<file path="src/rtl/mem_stage_pkg.sv">
// Shared definitions for the RV32I memory-access stage: memory op
// encodings, FSM state encoding, access-size and load-extension helpers.
package mem_stage_pkg;

   typedef enum logic [3:0] {
      MEM_NONE = 4'd0,
      MEM_LB   = 4'd1,
      MEM_LH   = 4'd2,
      MEM_LW   = 4'd3,
      MEM_LBU  = 4'd4,
      MEM_LHU  = 4'd5,
      MEM_SB   = 4'd6,
      MEM_SH   = 4'd7,
      MEM_SW   = 4'd8
   } mem_op_e;

   typedef enum logic [1:0] {
      ST_IDLE  = 2'd0,
      ST_LOAD  = 2'd1,
      ST_STORE = 2'd2,
      ST_DONE  = 2'd3
   } state_e;

   // Number of bytes moved by an op; 0 for non-memory codes.
   function automatic logic [2:0] op_size(input logic [3:0] op);
      case (op)
         MEM_LB, MEM_LBU, MEM_SB: op_size = 3'd1;
         MEM_LH, MEM_LHU, MEM_SH: op_size = 3'd2;
         MEM_LW, MEM_SW:          op_size = 3'd4;
         default:                 op_size = 3'd0;
      endcase
   endfunction

   function automatic logic is_load(input logic [3:0] op);
      is_load = (op == MEM_LB) || (op == MEM_LH) || (op == MEM_LW) ||
                (op == MEM_LBU) || (op == MEM_LHU);
   endfunction

   function automatic logic is_store(input logic [3:0] op);
      is_store = (op == MEM_SB) || (op == MEM_SH) || (op == MEM_SW);
   endfunction

   // Sign-extend LB/LH, zero-extend LBU/LHU, word passes unchanged.
   function automatic logic [31:0] ext_load(input logic [3:0] op, input logic [31:0] raw);
      case (op)
         MEM_LB:  ext_load = {{24{raw[7]}}, raw[7:0]};
         MEM_LH:  ext_load = {{16{raw[15]}}, raw[15:0]};
         MEM_LBU: ext_load = {24'h0, raw[7:0]};
         MEM_LHU: ext_load = {16'h0, raw[15:0]};
         default: ext_load = raw;
      endcase
   endfunction

endpackage

</file>
<file path="src/rtl/mem_load_extend.sv">
// Combinational assembly of captured load bytes (plus the byte currently
// on the RAM read port as the most significant one) and sign/zero extension.
module mem_load_extend
   import mem_stage_pkg::*;
(
   input  logic [3:0]  op_i,
   input  logic [23:0] bytes_i,
   input  logic [7:0]  last_i,
   output logic [31:0] data_o
);

   logic [31:0] raw;

   // Place the final byte at the top of the access, then extend.
   always_comb begin
      raw = '0;
      case (op_size(op_i))
         3'd1:    raw = {24'h0, last_i};
         3'd2:    raw = {16'h0, last_i, bytes_i[7:0]};
         default: raw = {last_i, bytes_i};
      endcase
      data_o = ext_load(op_i, raw);
   end

endmodule

</file>
<file path="src/rtl/mem_stage.sv">
// RV32I memory-access stage: byte-serial loads/stores over a synchronous
// byte RAM, pipeline stall generation, registered write-back and forwarding.
// Optional macro MEM_MISALIGN_TRAP_EN: misaligned H/W accesses skip RAM and
// complete with misalign_o=1.
module mem_stage
   import mem_stage_pkg::*;
#(
   parameter int ADDR_W = 32,
   parameter int DATA_W = 32
)(
   input  logic              clk,
   input  logic              rst,
   input  logic              valid_i,
   input  logic [4:0]        wd_i,
   input  logic              wreg_i,
   input  logic [DATA_W-1:0] wdata_i,
   input  logic [DATA_W-1:0] mem_w_data_i,
   input  logic [3:0]        mem_op_i,
   input  logic [7:0]        ram_din_i,
   output logic [ADDR_W-1:0] ram_addr_o,
   output logic              ram_wr_o,
   output logic [7:0]        ram_dout_o,
   output logic              stall_req_o,
   output logic              valid_o,
   output logic [4:0]        wd_o,
   output logic              wreg_o,
   output logic [DATA_W-1:0] wdata_o,
   output logic [4:0]        fwd_rd_o,
   output logic [DATA_W-1:0] fwd_data_o
`ifdef MEM_MISALIGN_TRAP_EN
   ,
   output logic              misalign_o
`endif
);

   state_e            state_q;
   logic [2:0]        step_q;
   logic [ADDR_W-1:0] addr_q;
   logic [31:0]       sdata_q;
   logic [3:0]        op_q;
   logic [4:0]        rd_q;
   logic              rwe_q;
   logic [23:0]       bytes_q;

   logic              valid_q;
   logic [4:0]        wd_q;
   logic              wreg_q;
   logic [DATA_W-1:0] wdata_q;
   logic [ADDR_W-1:0] ram_addr_q;
   logic              ram_wr_q;
   logic [7:0]        ram_dout_q;
`ifdef MEM_MISALIGN_TRAP_EN
   logic              misalign_q;
`endif

   logic              is_mem_d;
   logic              is_ld_d;
   logic [2:0]        size_c;
   logic [3:0]        step_nx_d;
   logic              more_d;
   logic [ADDR_W-1:0] addr_nx_d;
   logic [7:0]        store_byte_d;
   logic [31:0]       load_data;
`ifdef MEM_MISALIGN_TRAP_EN
   logic [2:0]        size_in;
   logic              misalign_d;
`endif

   mem_load_extend u_ext (
      .op_i    (op_q),
      .bytes_i (bytes_q),
      .last_i  (ram_din_i),
      .data_o  (load_data)
   );

   // Decode of the incoming op and next-byte bookkeeping for the active access.
   always_comb begin
      is_ld_d   = is_load(mem_op_i);
      is_mem_d  = is_ld_d || is_store(mem_op_i);
      size_c    = op_size(op_q);
      step_nx_d = {1'b0, step_q} + 4'd1;
      more_d    = step_nx_d < {1'b0, size_c};
      addr_nx_d = addr_q + ADDR_W'(step_nx_d);
      case (step_nx_d[1:0])
         2'd1:    store_byte_d = sdata_q[15:8];
         2'd2:    store_byte_d = sdata_q[23:16];
         2'd3:    store_byte_d = sdata_q[31:24];
         default: store_byte_d = sdata_q[7:0];
      endcase
`ifdef MEM_MISALIGN_TRAP_EN
      size_in    = op_size(mem_op_i);
      misalign_d = ((size_in == 3'd2) && wdata_i[0]) ||
                   ((size_in == 3'd4) && (wdata_i[1:0] != 2'b00));
`endif
   end

   // Main FSM: accept, byte-serial load/store, one-cycle write-back in DONE.
   // Load timing: step_q counts LOAD cycles; the byte issued at step k-1 is
   // on ram_din_i at step k, and the last byte is folded in straight from
   // ram_din_i when the result is registered.
   always_ff @(posedge clk) begin
      if (!rst) begin
         state_q    <= ST_IDLE;
         step_q     <= '0;
         addr_q     <= '0;
         sdata_q    <= '0;
         op_q       <= '0;
         rd_q       <= '0;
         rwe_q      <= 1'b0;
         bytes_q    <= '0;
         valid_q    <= 1'b0;
         wd_q       <= '0;
         wreg_q     <= 1'b0;
         wdata_q    <= '0;
         ram_addr_q <= '0;
         ram_wr_q   <= 1'b0;
         ram_dout_q <= '0;
`ifdef MEM_MISALIGN_TRAP_EN
         misalign_q <= 1'b0;
`endif
      end else begin
         case (state_q)
            ST_IDLE: begin
               valid_q <= 1'b0;
               wreg_q  <= 1'b0;
               if (valid_i) begin
                  if (!is_mem_d) begin
                     valid_q <= 1'b1;
                     wd_q    <= wd_i;
                     wreg_q  <= wreg_i && (wd_i != 5'd0);
                     wdata_q <= wdata_i;
`ifdef MEM_MISALIGN_TRAP_EN
                  end else if (misalign_d) begin
                     state_q    <= ST_DONE;
                     valid_q    <= 1'b1;
                     wd_q       <= '0;
                     wdata_q    <= '0;
                     misalign_q <= 1'b1;
`endif
                  end else begin
                     addr_q     <= wdata_i[ADDR_W-1:0];
                     sdata_q    <= mem_w_data_i;
                     op_q       <= mem_op_i;
                     rd_q       <= wd_i;
                     rwe_q      <= wreg_i && (wd_i != 5'd0);
                     step_q     <= '0;
                     ram_addr_q <= wdata_i[ADDR_W-1:0];
                     if (is_ld_d) begin
                        state_q <= ST_LOAD;
                     end else begin
                        state_q    <= ST_STORE;
                        ram_wr_q   <= 1'b1;
                        ram_dout_q <= mem_w_data_i[7:0];
                     end
                  end
               end
            end
            ST_LOAD: begin
               if ((step_q != 3'd0) && (step_q != size_c)) begin
                  case (step_q[1:0])
                     2'd1:    bytes_q[7:0]   <= ram_din_i;
                     2'd2:    bytes_q[15:8]  <= ram_din_i;
                     2'd3:    bytes_q[23:16] <= ram_din_i;
                     default: ;
                  endcase
               end
               if (more_d) ram_addr_q <= addr_nx_d;
               if (step_q == size_c) begin
                  state_q <= ST_DONE;
                  valid_q <= 1'b1;
                  wd_q    <= rd_q;
                  wreg_q  <= rwe_q;
                  wdata_q <= load_data;
               end else begin
                  step_q <= step_nx_d[2:0];
               end
            end
            ST_STORE: begin
               if (more_d) begin
                  ram_addr_q <= addr_nx_d;
                  ram_dout_q <= store_byte_d;
                  step_q     <= step_nx_d[2:0];
               end else begin
                  ram_wr_q <= 1'b0;
                  state_q  <= ST_DONE;
                  valid_q  <= 1'b1;
                  wd_q     <= '0;
                  wreg_q   <= 1'b0;
                  wdata_q  <= '0;
               end
            end
            default: begin
               state_q <= ST_IDLE;
               valid_q <= 1'b0;
               wreg_q  <= 1'b0;
`ifdef MEM_MISALIGN_TRAP_EN
               misalign_q <= 1'b0;
`endif
            end
         endcase
      end
   end

   assign stall_req_o = (state_q == ST_LOAD) || (state_q == ST_STORE) ||
                        ((state_q == ST_IDLE) && valid_i && is_mem_d);

   assign ram_addr_o = ram_addr_q;
   assign ram_wr_o   = ram_wr_q;
   assign ram_dout_o = ram_dout_q;
   assign valid_o    = valid_q;
   assign wd_o       = wd_q;
   assign wreg_o     = wreg_q;
   assign wdata_o    = wdata_q;
   assign fwd_rd_o   = (valid_q && wreg_q && (wd_q != 5'd0)) ? wd_q : 5'd0;
   assign fwd_data_o = (valid_q && wreg_q && (wd_q != 5'd0)) ? wdata_q : '0;
`ifdef MEM_MISALIGN_TRAP_EN
   assign misalign_o = misalign_q;
`endif

endmodule

</file>
<file path="config.mk">
export PLATFORM = sky130hd
export DESIGN_NAME = mem_stage
export DESIGN_NICKNAME = d
export VERILOG_FILES = /design/src/rtl/mem_stage_pkg.sv /design/src/rtl/mem_load_extend.sv /design/src/rtl/mem_stage.sv
export SDC_FILE = /design/constraint.sdc
export NUM_CORES = 1
export LEC_CHECK = 0
export BUFFER_PORTS_ARGS = -buffer_cell sky130_fd_sc_hd__clkbuf_2
export CAP_MARGIN = 10
export CORE_ASPECT_RATIO = 0.75
export CORE_MARGIN = 2
export CORE_UTILIZATION = 35
export DETAILED_ROUTE_END_ITERATION = 10
export SETUP_SLACK_MARGIN = 0.1
export SYNTH_ARGS = -nofsm -noshare
export SYNTH_HDL_FRONTEND = slang
export SYNTH_HIERARCHICAL = 1
export SYNTH_SLANG_ARGS = --single-unit
</file>
<file path="constraint.sdc">
create_clock -name clk -period 3.3 [get_ports clk]
set_input_delay 0.99 -clock clk [delete_from_list [all_inputs] [get_ports clk]]
set_output_delay 0.99 -clock clk [all_outputs]
set_load 0.01 [all_outputs]
</file>
# Yosys cells after proc, flatten, opt, wreduce, memory -nomap -nowiden
# Memories as Yosys holds them, arrays and structs flattened. A register that Yosys moved wholly into a read port is not among the register bits.
# Cells that the tools add are included.
dict set report totals {
  register_bits 183
  romBits 96
  out_inout_bits 118
  elab_cells 142
  memories 2
}
# name depth word_bits read_ports rd_ports_with_merged_regs write_ports line_no
set mem_list {}
lappend mem_list {{(name not given)} 16 3 1 1 0 mem_stage_pkg.sv:26} ;# case (op)
lappend mem_list {{(name not given)} 16 3 1 1 0 mem_stage_pkg.sv:26}
dict set report op_classes {
  addsub 2
  n_lt_le_gt_ge 1
  n_eq_ne 33
  n_mux 53
  reduce_logical 34
}
# operator count
set op_table {}
lappend op_table {{2-to-1 mux 32 bit} 8}
lappend op_table {{one-hot mux 32 bit (2 select lines)} 2}
lappend op_table {{one-hot mux 32 bit (4 select lines)} 1}
lappend op_table {{one-hot mux 32 bit (3 select lines)} 1}
lappend op_table {{adder 32 x 4 -> 32 bit} 1}
lappend op_table {{2-to-1 mux 8 bit} 4}
lappend op_table {{2-to-1 mux 5 bit} 5}
lappend op_table {{== test 4 x 3 -> 1 bit (second input constant)} 6}
lappend op_table {{one-hot mux 8 bit (3 select lines)} 1}
lappend op_table {{AND reduction 5 bit} 4}
lappend op_table {{2-to-1 mux 4 bit} 4}
lappend op_table {{!= test 2 bit (second input constant)} 8}
lappend op_table {{one-hot mux 8 bit (2 select lines)} 1}
lappend op_table {{one-hot mux 5 bit (3 select lines)} 1}
lappend op_table {{== test 4 x 2 -> 1 bit (second input constant)} 3}
lappend op_table {{2-to-1 mux 3 bit} 4}
lappend op_table {{AND reduction 3 bit} 4}
lappend op_table {{2-to-1 mux 1 bit} 11}
lappend op_table {{== test 2 bit (second input constant)} 5}
lappend op_table {{2-to-1 mux 2 bit} 5}
lappend op_table {{nonzero test 5 bit} 2}
lappend op_table {{logical OR 1 bit} 9}
lappend op_table {{one-hot mux 3 bit (3 select lines)} 1}
lappend op_table {{== test 4 x 1 -> 1 bit (second input constant)} 2}
lappend op_table {{other kinds (19)} 30}

# Logic depth before layout (Yosys ltp)
dict set report logic_depth {
  word_depth 9
  depth_mapped 11
}

# Hierarchy
# Netlist, hierarchy kept.
# mod n_inst cells_each area_each_um2
set by_module_without_submodules {}
lappend by_module_without_submodules {mem_stage 1 1095 8827.2}
lappend by_module_without_submodules {mem_load_extend 1 85 573.0}

# Worst setup path after synthesis
# Ideal clock, no wire load.
dict set report synth_path {
  path_type {input port to output port}
  startpoint {input port mem_op_i[0]}
  endpoint {output port stall_req_o}
  t_arrival_ns 2.204
  required_ns 2.310
  slack_ns 0.106
  stages 5
  n_path_buf 2
  cell_sequence {or4_4 > nand3_1 > buf_2 > buf_1 > nand2_1}
}
dict set report synth_between {
  elab_chain_cells 8
  elab_cells_between_ends 17
  cone_classes {eq/ne: 8; reduce/logical: 9}
}
# element line_no
set synth_lines {}
lappend synth_lines {{start, declared} mem_stage.sv:18} ;# input logic [3:0] mem_op_i,
lappend synth_lines {{== test 4 x 1 -> 1 bit or == test 4 x 2 -> 1 bit (tied branches)} mem_stage_pkg.sv:35} ;# is_load = (op == MEM_LB) || (op == MEM_LH) || (op == MEM_LW) ||
lappend synth_lines {{logical OR 1 bit (3 in a row)} mem_stage_pkg.sv:35}
lappend synth_lines {{logical OR 1 bit} mem_stage_pkg.sv:36} ;# (op == MEM_LBU) || (op == MEM_LHU);
lappend synth_lines {{logical OR 1 bit (*)} mem_stage.sv:79} ;# is_mem_d = is_ld_d || is_store(mem_op_i);
lappend synth_lines {{logical AND 1 bit (*)} mem_stage.sv:205} ;# ((state_q == ST_IDLE) && valid_i && is_mem_d);
lappend synth_lines {{logical OR 1 bit (*)} mem_stage.sv:204} ;# assign stall_req_o = (state_q == ST_LOAD) || (state_q == ST_STORE) ||
lappend synth_lines {{end, declared} mem_stage.sv:23} ;# output logic stall_req_o,
# Every way passes the cells marked *; elsewhere a longest branch is shown, timed or not.

# Worst setup path after layout
dict set report layout_path {
  startpoint {register wd_q[1], in the netlist wd_o[1]}
  endpoint {output port fwd_data_o[4]}
}
dict set report layout_between {
  elab_chain_cells 3
}
# element line_no
set layout_lines {}
lappend layout_lines {{start, declared} mem_stage.sv:46} ;# logic [4:0] wd_q;
lappend layout_lines {{start signal, assigned} mem_stage.sv:129} ;# wd_q <= wd_i;
lappend layout_lines {{start signal, assigned} mem_stage.sv:171} ;# wd_q <= rd_q;
lappend layout_lines {{nonzero test 5 bit} mem_stage.sv:215} ;# assign fwd_data_o = (valid_q && wreg_q && (wd_q != 5'd0)) ? wdata_q : '0;
lappend layout_lines {{logical AND 1 bit} mem_stage.sv:215}
lappend layout_lines {{2-to-1 mux 32 bit} mem_stage.sv:215}
lappend layout_lines {{end, declared} mem_stage.sv:29} ;# output logic [DATA_W-1:0] fwd_data_o
# No other way between the ends.

==> impl_results.md <==
* Postcts setup bufs at 0
* Max Slew Vio Count at 0
* Dpl hpwl at 22200 um
* Vias in the first global route at 8407
* Largest net degree at the start of global routing at 124
* First-pass GRT wire length at 48700 um
* Syn Area/Cell at 7.97 sq um
* Pleak at 4.63 nW
* Reg power frac at 0.350
* RSZ-0062 raised after global routing: no
* Share of layout cells above drive strength 1 at 0.224
* Worst slew pin tran at 926 ps
* Die H at 146 um
* Worst min path class: flip-flop to flip-flop
* I/O Pins at 203
* CP Data Arrival Time at 2100 ps
* Input/output buffers at 202
* FP Rows at 51
* Total global-route track usage at 0.218
* Switching Fraction at 0.436
* Register area share after synthesis at 0.396
* Crit path launch type: flip-flop
* Commonest non-fill, non-tap cell in the layout: nand2_1
* H-tree Lvls at 4
* Reg clk slew, reported paths at 70 ps
* Drt wl/cell at 18.5 um
* Die Area at 0.0282 sq mm
* Skew-Pair Late Insertion Delay at 440 ps
* Synth cell types at 72
* Yosys top cell area share at 0.396
* Die Width at 193 um
* Hold Path Depth at 2
* RR Endpoint: ram_addr_o[31]
* Final setup TNS at 0 ps
* Mapped Cells at 1180
* Comb pwr share at 0.433
* Final setup violation count at 0
* Routed Antenna Nets at 0
* Via count at 9133
* Maximum clock rate at 323 MHz
* Pwr Density at 838 mW/mm^2
* Tcrit/Tclk final at 0.937
* Reg2reg start: step_q[1]
* GRT overflow at 0
* Crit path capture type: output port
* CTS max path bufs at 2
* Detailed Route Iter0 Violations at 937
* Clk_skew at 14.7 ps
* Tot Pwr at 0.00943 W
* Max VDD drop at 512 uV
* Starting Density at 0.359
* Hold_buf cts at 0
* Clock sinks at 186
* Async set-reset flop share out of synthesis at 0
* Mapped cell area at 0.00940 sq mm
* Most frequent cells in the layout: nand2_1 (232), clkbuf_2 (202), dfxtp_1 (186)
* Max-slew headroom at 0.383
* Reg2reg setup slack at 420 ps
* Final-stage net count at 1436
* Critical Setup Path Class: flip-flop to output port
* Routability cong. at 0.851
* Min-delay src: bytes_q[6]
* Core Area at 0.0262 sq mm
* Crit path from: wd_o[1]
* Drt drc at 0
* Avg Vias per Cell at 5.40
* Area grow syn2layout at 19.8%
* Final hold violation count at 0
* Max FO, Critical Path at 34
* Syn_nets at 1283
* Worst hold endpoint: bytes_q[6]
* Fin crit period at 3090 ps
* Reg2reg path depth at 10
* Root Driver: clkbuf_16
* Antenna diodes at 0
* WL final at 31200 um
* Top_reg_cell synth: dfxtp_1
* Synthesis Warnings at 6
* WP data required at 2310 ps
* TritonCTS buffer count at 17
* Post-synth EDFFs at 0
* Internal power at 0.00532 W
* NetSw at 0.00412 W
* Post-synth top area cell: dfxtp_1
* Status: complete, no violations
* Max Cap Violations at 0
* Clk pwr share at 0.217
* TritonCTS clock tree: built
* Synthesized flop and latch total at 186
* DRT Pass-1 Iters at 5
* Initial antenna violation count at 0
* Top post-synthesis cells by area: dfxtp_1 (40%), nand2_1 (9.3%), a21oi_1 (6.8%)
* Post-CTS Resized at 1
## cell usage after synthesis (3+ instances only)
master / count
ha_1: 17
nand3_1: 72
nand4_1: 4
nor2_1: 78
nand2_1: 232
a222oi_1: 8
o21a_1: 3
nand2b_1: 6
a21o_1: 6
a21boi_0: 4
nor3_1: 13
o31ai_1: 3
nor2b_1: 13
and2_1: 37
o21ai_0: 39
nor4_1: 3
buf_1: 4
xnor2_1: 15
dfxtp_1: 186
a21oi_1: 128
inv_1: 28
nand3b_1: 8
buf_4: 3
mux2_2: 17
mux2i_1: 27
o221ai_1: 5
xor2_1: 16
clkbuf_1: 64
a221o_1: 5
o22ai_1: 6
a21oi_2: 3
a211oi_1: 21
a211o_1: 7
a311oi_1: 26
buf_2: 14
buf_6: 4
and3_1: 8
## stage by stage
| step | area (sq um) | hold slack, ps | utilization | worst slack [ps] | instances |
|---|---|---|---|---|---|
| floorplan | 9400 | 434 | - | 106 | 1180 |
| global placement | 10700 | 440 | 0.408 | 375 | 1658 |
| detailed placement | 10700 | 446 | 0.408 | 355 | 1658 |
| CTS | 11300 | 457 | 0.431 | 161 | 1690 |
| global route | 11300 | 474 | 0.431 | 109 | 1690 |
| finish | 11300 | 454 | 0.431 | 207 | 1690 |
## state kept, by name (all words and copies together), names as in the netlist
name / flops
state_q: 2
wreg_o: 1
ram_dout_o: 8
wd_o: 5
step_q: 3
sdata_q: 32
bytes_q: 24
addr_q: 32
size_c: 3
op_q: 4
wdata_o: 32
rd_q: 5
ram_wr_o: 1
valid_o: 1
rwe_q: 1
ram_addr_o: 32
## layer usage
metal | up-vias | global-route usage | wire, um
met5 | - | 0 | 0
met4 | 0 | 0.0500 | 365
met3 | 27 | 0.0443 | 2730
met2 | 392 | 0.308 | 12900
met1 | 4277 | 0.335 | 15200
li1 | 4437 | - | -
## cell type report
cell class / count / area [sq um]
flip-flops and latches: 186 / 3720
inverters: 29 / 111
well taps: 344 / 430
repair buffers: 223 / 1220
multi-input cells: 876 / 5200
clock inverters: 15 / 158
clock buffers: 17 / 425
fillers: 2643 / 14900
## how the worst max path moves through the flow
stage,depth (start not counted),endpoint
floorplan,5,stall_req_o
detailed placement,7,addr_q[22]
finish,4,fwd_data_o[4]
global placement,5,stall_req_o
global route,4,fwd_data_o[14]
CTS,4,fwd_data_o[4]
## kinds of logic (layout without fill, tap and decap cells)
kind of cell	after synthesis	after routing	synth area share
AND/OR/NAND/NOR	495	495	0.248
buffers and inverters	118	284	0.0534
AO/OA/AOI/OAI	288	288	0.200
multiplexers	44	44	0.0491
XOR/XNOR	31	31	0.0289
adder cells (fa/ha/maj)	18	18	0.0248
flip-flops	186	186	0.396
## critical path: stages, from the launching register on
cell and delay [ps]:
dfxtp_1 360, or3_1 370, o311a_2 530, and2_1 260, clkbuf_2 120
## power by group through the flow
stage               Sequential, W  Clock [W]  Combinational [W]
global route              0.00338    0.00218            0.00447
detailed placement        0.00335          0            0.00405
global placement          0.00333          0            0.00402
CTS                       0.00330    0.00210            0.00407
floorplan                 0.00340          0            0.00243
finish                    0.00330    0.00205            0.00408
Note: power is estimated with default switching activity, not from simulation.
